--- src/rtl/mul_hilo_unit.sv ---
// Multi-cycle shift-add 32x32 multiplier owning the HI/LO register pair.
// Optional macro MTHILO_EN adds direct HI/LO write ports (mthi/mtlo).
module mul_hilo_unit #(
    parameter int WIDTH = 32,
    parameter int CNT_W = 5
) (
    input  logic             clk,
    input  logic             rst_n,
    input  logic             start,
    input  logic             sgn,
    input  logic [WIDTH-1:0] a,
    input  logic [WIDTH-1:0] b,
    output logic             busy,
    output logic             done,
    output logic [WIDTH-1:0] hi,
    output logic [WIDTH-1:0] lo
`ifdef MTHILO_EN
    ,
    input  logic             wr_hi,
    input  logic             wr_lo,
    input  logic [WIDTH-1:0] wdata
`endif
);

    typedef enum logic [1:0] {
        StIdle,
        StRun,
        StFix
    } state_e;

    state_e             state_q, state_d;
    logic [WIDTH-1:0]   mag_a_q, mag_a_d;
    logic [WIDTH-1:0]   mag_b_q, mag_b_d;
    logic               neg_q, neg_d;
    logic [2*WIDTH-1:0] acc_q, acc_d;
    logic [CNT_W-1:0]   cnt_q, cnt_d;
    logic [WIDTH-1:0]   hi_q, hi_d;
    logic [WIDTH-1:0]   lo_q, lo_d;
    logic               done_q, done_d;

    logic [WIDTH-1:0]   addend;
    logic [WIDTH:0]     sum;

    always_comb begin
        state_d = state_q;
        mag_a_d = mag_a_q;
        mag_b_d = mag_b_q;
        neg_d   = neg_q;
        acc_d   = acc_q;
        cnt_d   = cnt_q;
        hi_d    = hi_q;
        lo_d    = lo_q;
        done_d  = 1'b0;
        addend  = '0;
        sum     = '0;

        unique case (state_q)
            StIdle: begin
`ifdef MTHILO_EN
                if (wr_hi) hi_d = wdata;
                if (wr_lo) lo_d = wdata;
`endif
                if (start) begin
                    // Magnitude of the most-negative value wraps to itself, read as unsigned.
                    mag_a_d = (sgn && a[WIDTH-1]) ? -a : a;
                    mag_b_d = (sgn && b[WIDTH-1]) ? -b : b;
                    neg_d   = sgn & (a[WIDTH-1] ^ b[WIDTH-1]);
                    acc_d   = '0;
                    cnt_d   = '0;
                    state_d = StRun;
                end
            end
            StRun: begin
                addend  = mag_b_q[0] ? mag_a_q : '0;
                sum     = {1'b0, acc_q[2*WIDTH-1:WIDTH]} + {1'b0, addend};
                acc_d   = {sum, acc_q[WIDTH-1:1]};
                mag_b_d = mag_b_q >> 1;
                cnt_d   = cnt_q + 1'b1;
                if (cnt_q == CNT_W'(WIDTH - 1)) state_d = StFix;
            end
            StFix: begin
                {hi_d, lo_d} = neg_q ? -acc_q : acc_q;
                done_d       = 1'b1;
                state_d      = StIdle;
            end
            default: state_d = StIdle;
        endcase
    end

    always_ff @(posedge clk or negedge rst_n) begin
        if (!rst_n) begin
            state_q <= StIdle;
            mag_a_q <= '0;
            mag_b_q <= '0;
            neg_q   <= 1'b0;
            acc_q   <= '0;
            cnt_q   <= '0;
            hi_q    <= '0;
            lo_q    <= '0;
            done_q  <= 1'b0;
        end else begin
            state_q <= state_d;
            mag_a_q <= mag_a_d;
            mag_b_q <= mag_b_d;
            neg_q   <= neg_d;
            acc_q   <= acc_d;
            cnt_q   <= cnt_d;
            hi_q    <= hi_d;
            lo_q    <= lo_d;
            done_q  <= done_d;
        end
    end

    assign busy = (state_q != StIdle);
    assign done = done_q;
    assign hi   = hi_q;
    assign lo   = lo_q;

endmodule

--- config.mk ---
export PLATFORM = sky130hd
export DESIGN_NAME = mul_hilo_unit
export DESIGN_NICKNAME = d
export VERILOG_FILES = /design/src/rtl/mul_hilo_unit.sv
export SDC_FILE = /design/constraint.sdc
export NUM_CORES = 1
export LEC_CHECK = 0
export ABC_AREA = 1
export CORE_ASPECT_RATIO = 0.75
export CORE_MARGIN = 2
export CORE_UTILIZATION = 45
export CTS_CLUSTER_SIZE = 10
export DETAILED_ROUTE_END_ITERATION = 12
export GPL_ROUTABILITY_DRIVEN = 1
export MAX_ROUTING_LAYER = met4
export PLACE_DENSITY = 0.68
export SYNTH_ARGS = -nofsm -noshare
export SYNTH_HDL_FRONTEND = slang
export SYNTH_SLANG_ARGS = --single-unit
export TNS_END_PERCENT = 100
--- constraint.sdc ---
create_clock -name clk -period 4.8 [get_ports clk]
set_input_delay 0.72 -clock clk [delete_from_list [all_inputs] [get_ports clk]]
set_output_delay 0.72 -clock clk [all_outputs]
set_load 0.01 [all_outputs]
* After elaboration in Yosys (flattened, before gate mapping)
Index checks and enable logic that the tools add are counted.
** Storage, ports and cells
- Bits in registers :: 201
- Input port bits :: 68
- Output and inout bits :: 66
** Cells by class
- Bitwise logic cells :: 2
- Mux-type cells :: 14
- $add $sub $neg :: 5
- Equality and inequality tests :: 5
- Reduce and logical (&&, ||, !) cells :: 8
** Operators by type and width (number)
- $mux 32 :: 4
- $mux 64 :: 2
- $pmux 64 s2 :: 1
- $neg 32->32 :: 2
- $neg 64->64 :: 1
- $pmux 32 s2 :: 1
- $add 32x32->33 :: 1
- $pmux 5 s2 :: 1
- $reduce_and 2->1 :: 3
- $add 5x1->5 const B :: 1
- $eq 5x5->1 const B :: 1
- $mux 5 :: 1
- $mux 2 :: 2
- $ne 2x2->1 const B :: 2
- $pmux 2 s2 :: 1
- $reduce_bool 2->1 :: 2
- $eq 2x1->1 const B :: 1
- $eq 2x2->1 const B :: 1
- $logic_and 1x1->1 :: 2
- $logic_not 2->1 :: 1
- $and 1x1->1 :: 1
- $mux 1 :: 1
- $xor 1x1->1 :: 1

* Depth between registers and ports, before layout
- Depth after elaboration :: 4
- Mapped depth :: 18
- Gate-level depth less buffers :: 16

* Worst setup path after synthesis
OpenSTA, ideal clock, no wires.
- Path type :: register to register
- Start point :: reg mag_b_q[0]
- End point :: reg acc_q[47]
- Arrival :: 2283 ps
- Setup slack :: 2391 ps
- Clock period less this slack :: 2409 ps
- Data required time :: 4674 ps
- Cell stages (with the launch flop) :: 18
- Setup time :: 126 ps
- Path through :: dfrtp_1 clkbuf_1 clkbuf_1 nand2_1 inv_1 ha_1 inv_1 fa_1 inv_1 nand3_1 nand3_1 nand2_1 nand2_1 inv_1 o21ai_0 nand2_1 nand2_1 o21ai_0
** On the way
- Cells in the longest elaborated chain, start to end :: 3
** RTL lines
- from (decl) :: RTL line 33 : logic [WIDTH-1:0] mag_b_q, mag_b_d;
- from (signal assigned) :: RTL line 104 : mag_b_q <= mag_b_d;
- $mux 32 :: RTL line 74 : addend = mag_b_q[0] ? mag_a_q : '0;
- $add 32x32->33 :: RTL line 75 : sum = {1'b0, acc_q[2*WIDTH-1:WIDTH]} + {1'b0, addend};
- $pmux 64 s2 :: RTL line 57 : unique case (state_q)
- to (signal assigned) :: RTL line 96 : acc_q <= '0;
- to (signal assigned) :: RTL line 106 : acc_q <= acc_d;
- to (decl) :: RTL line 35 : logic [2*WIDTH-1:0] acc_q, acc_d;
Every way passes these cells.
A chain may end at the register's enable or synchronous reset.

* Final worst setup path
Ends and elaborated chain as after synthesis.

==> impl_metrics.yaml <==
route:
  ant_nets: 0
  wl_um: 41650
  drt-initial-drc-count: 1282
  wl_per_cell_um: 15.43
  drt_pre_antenna_iters: 6
  via_count: 14100
  routed_via_density: 5.222
  drc_errors: 0
run:
  max-cap-violations: 0
timing:
  grt_setup_unrepaired: "no"
  worst_pin_slew_ns: 0.9145
  max_freq_ghz: 0.3475
  fin_ws_ns: 1.922
  max_slew_margin_pct: 39.04
  min_period_ns: 2.878
  finalClockSkew_ns: 0.01946
  hold_viol_final: 0
  setup_tns_ns: 0
  setup_viol: 0
  drv_slew: 0
  period_share_pct: 59.95
placed_design:
  port_buffers: 133
  hpwlAfterDp_um: 31540
  dp_slack_ns: 1.836
  place_area_um2: 15720
  routabilityCongestion: 0.9678
layout:
  post-route-util_pct: 53.04
  layout.nets: 2392
  synthToLayoutAreaGrowth_pct: 17.11
  final_layout_size_suffix_gt1_share_pct: 3.357
  fill_cells: 3172
  final_area_um2: 16460
  diodes: 0
critical_path:
  path_class: "reg2reg"
  critPathMostFrequentCell: "nand2_1"
  slowest_stage: "dfrtp_1"
  r2r_slack_ns: 1.92
  path_buf_inv: 4
  cp_cell_sequence: "nand2_1 > inv_1 > ha_1 > inv_1 > fa_1 > inv_1 > nand3_1 > nand3_1 > nand2_1 > nand2_1 > inv_1 > o21ai_0 > nand2_1 > nand2_1 > o21ai_0"
  worst_r2r_path_depth: 15
  cp_max_fo: 33
  timing.rr.end: "acc_q[47]"
  startpoint_type: "register"
  max_stage_delay_ns: 0.93
  crit_required_ns: 5.23
  reg2reg_from: "mag_b_q[0]"
  critical-path-top-delay-family: "flip-flops"
  worstSetupEndpointType: "register"
  crit_arrival_ns: 3.31
yosys:
  syn_area_per_cell_um2: 6.451
  synth.most_common_cell: "nand2_1"
  synth.distinct_cells: 45
  async_reset_ff_share_pct: 100.0
  syn_inst: 2179
  yosys-top-cells-count: "nand2_1 (789), inv_1 (274), nor2_1 (251)"
  ys_warn_count: 0
  synthTopCellsByArea: "dfrtp_1 (36%), nand2_1 (21%), inv_1 (7.3%)"
  syn_nets: 2285
  yosysSeqAreaShare_pct: 35.78
  synth_area_um2: 14060
  synth_area_leader_cell: "dfrtp_1"
  synth_edf_count: 0
  yosysTopAreaCellShare_pct: 35.78
  yosys_most_used_dff: "dfrtp_1"
  ys_seq_elements: 201
clocking:
  clock_latency_ns: 0.55
  cts_setup_buffers: 0
  clock-sinks: 201
  htree_levels: 1
  clock_path_buffers: 3
  cts.repair.resized: 0
  clkTransAtPathRegs_ns: 0.06
  cts_buffers: 25
  cts_tree: "yes"
  cts_hold_buffers: 0
  cts_root_buf: "clkbuf_16"
floorplanning:
  rows: 56
  coreArea_um2: 31040
  initial_core_util_pct: 45.29
  pin_count: 134
  die_h_um: 157.1
  die_area_um2: 32680
  die_w_um: 208.1
run_status:
  status: "finished, final reports clean"
global_routing:
  grt_util_met3_pct: 3.891
  gr-total-overflow: 0
  grt_usage_pct: 26.65
  grt_pass1_wl_um: 68760
  antenna_found_initial: 0
  grt.busiest_layer: "met1"
  met1_usage_pct: 39.90
  grt_pass1_vias: 13150
  grt_max_degree: 108
  grt_util_met2_pct: 37.82
worst_hold_path:
  hold_path_class: "in2async"
power_and_ir_drop:
  p_leak_nw: 8.374
  finalPower_mw: 10.31
  p_per_area_nw_per_um2: 626.0
  ir_worst_vdd_v: 0.0003725
==> cells in the final DEF, fill, tap and decap left out, types with 3 or more instances in the layout <==
master and n:
nand3_1 175, clkbuf_1 4, o21ai_0 110, o22ai_1 36, inv_1 274, a21oi_1 45, xnor2_1 7, o21ai_2 4
nand3b_1 10, o21ai_1 5, inv_2 6, xor2_1 43, o21bai_1 7, buf_4 10, a22oi_1 26, clkbuf_8 3
nand4_1 27, nor2_2 7, nand2_2 5, nor3_1 14, nand2_1 789, ha_1 37, dfrtp_1 200, a31oi_1 5
nor2_1 250, o211ai_1 6, clkbuf_16 25, clkdlybuf4s50_1 132
==> power breakdown <==
part | total (mW) | switching [mW] | internal [mW]
Combinational | 5.47 | 3.60 | 1.88
Clock | 1.80 | 0.733 | 1.07
Sequential | 3.03 | 0.713 | 2.31
Total | 10.3 | 5.04 | 5.26
==> layer usage <==
| layer | up-vias | share of wire, % |
|---|---|---|
| li1 | 7147 | - |
| met1 | 6387 | 51 |
| met2 | 513 | 40 |
| met3 | 52 | 7.3 |
| met4 | 0 | 2.0 |
| met5 | - | 0 |
==> through the flow <==
step                hold WS, ns  instances
floorplan                0.4244       2179
global placement         0.4647       2665
detailed placement       0.4663       2665
CTS                      0.3322       2700
global route             0.3752       2700
finish                   0.3065       2700
==> final cells by class <==
| cell class | count | area [um2] | area share (%) |
|---|---|---|---|
| Clock inverter | 4 | 73.82 | 0.4484 |
| Sequential cell | 201 | 5031 | 30.56 |
| Inverter | 280 | 1051 | 6.384 |
| Clock buffer | 31 | 668.1 | 4.059 |
| Tap cell | 406 | 508.0 | 3.086 |
| Multi-Input combinational cell | 1634 | 7700 | 46.77 |
| Timing Repair Buffer | 144 | 1430 | 8.687 |
==> worst max path at each step <==
stage / from / to / cells past startpoint
CTS: mag_b_q[0] / acc_q[47] / 15
finish: mag_b_q[0] / acc_q[47] / 15
floorplan: mag_b_q[0] / acc_q[47] / 17
detailed placement: a[31] / mag_a_q[22] / 9
global placement: a[31] / mag_a_q[22] / 9
global route: mag_b_q[0] / acc_q[47] / 15
==> flip-flops by register name, summed over array words and instances (netlist names) <==
name and count:
mag_a_q 32, state_q 2, acc_q 64, done 1, mag_b_q 32, neg_q 1
lo 32, hi 32, cnt_q 5
==> kinds of logic (layout without fill, tap and decap cells) <==
| kind of cell | count (synthesis) | count (layout) | synth area share (%) |
|---|---|---|---|
| AO/OA/AOI/OAI | 255 | 255 | 10.60 |
| XOR/XNOR | 50 | 50 | 3.115 |
| adder cells (fa/ha/maj) | 38 | 38 | 3.436 |
| buffers and inverters | 344 | 459 | 9.462 |
| flip-flops | 201 | 201 | 35.78 |
| AND/OR/NAND/NOR | 1291 | 1291 | 37.61 |
==> worst reg2reg max path, cell delays in order (launching register included) <==
cell	delay [ns]
dfrtp_1	0.93
nand2_1	0.10
inv_1	0.09
ha_1	0.19
inv_1	0.07
fa_1	0.40
inv_1	0.11
nand3_1	0.08
nand3_1	0.15
nand2_1	0.07
nand2_1	0.12
inv_1	0.05
o21ai_0	0.21
nand2_1	0.08
nand2_1	0.06
o21ai_0	0.07
Power figures use the tool's default switching activity.
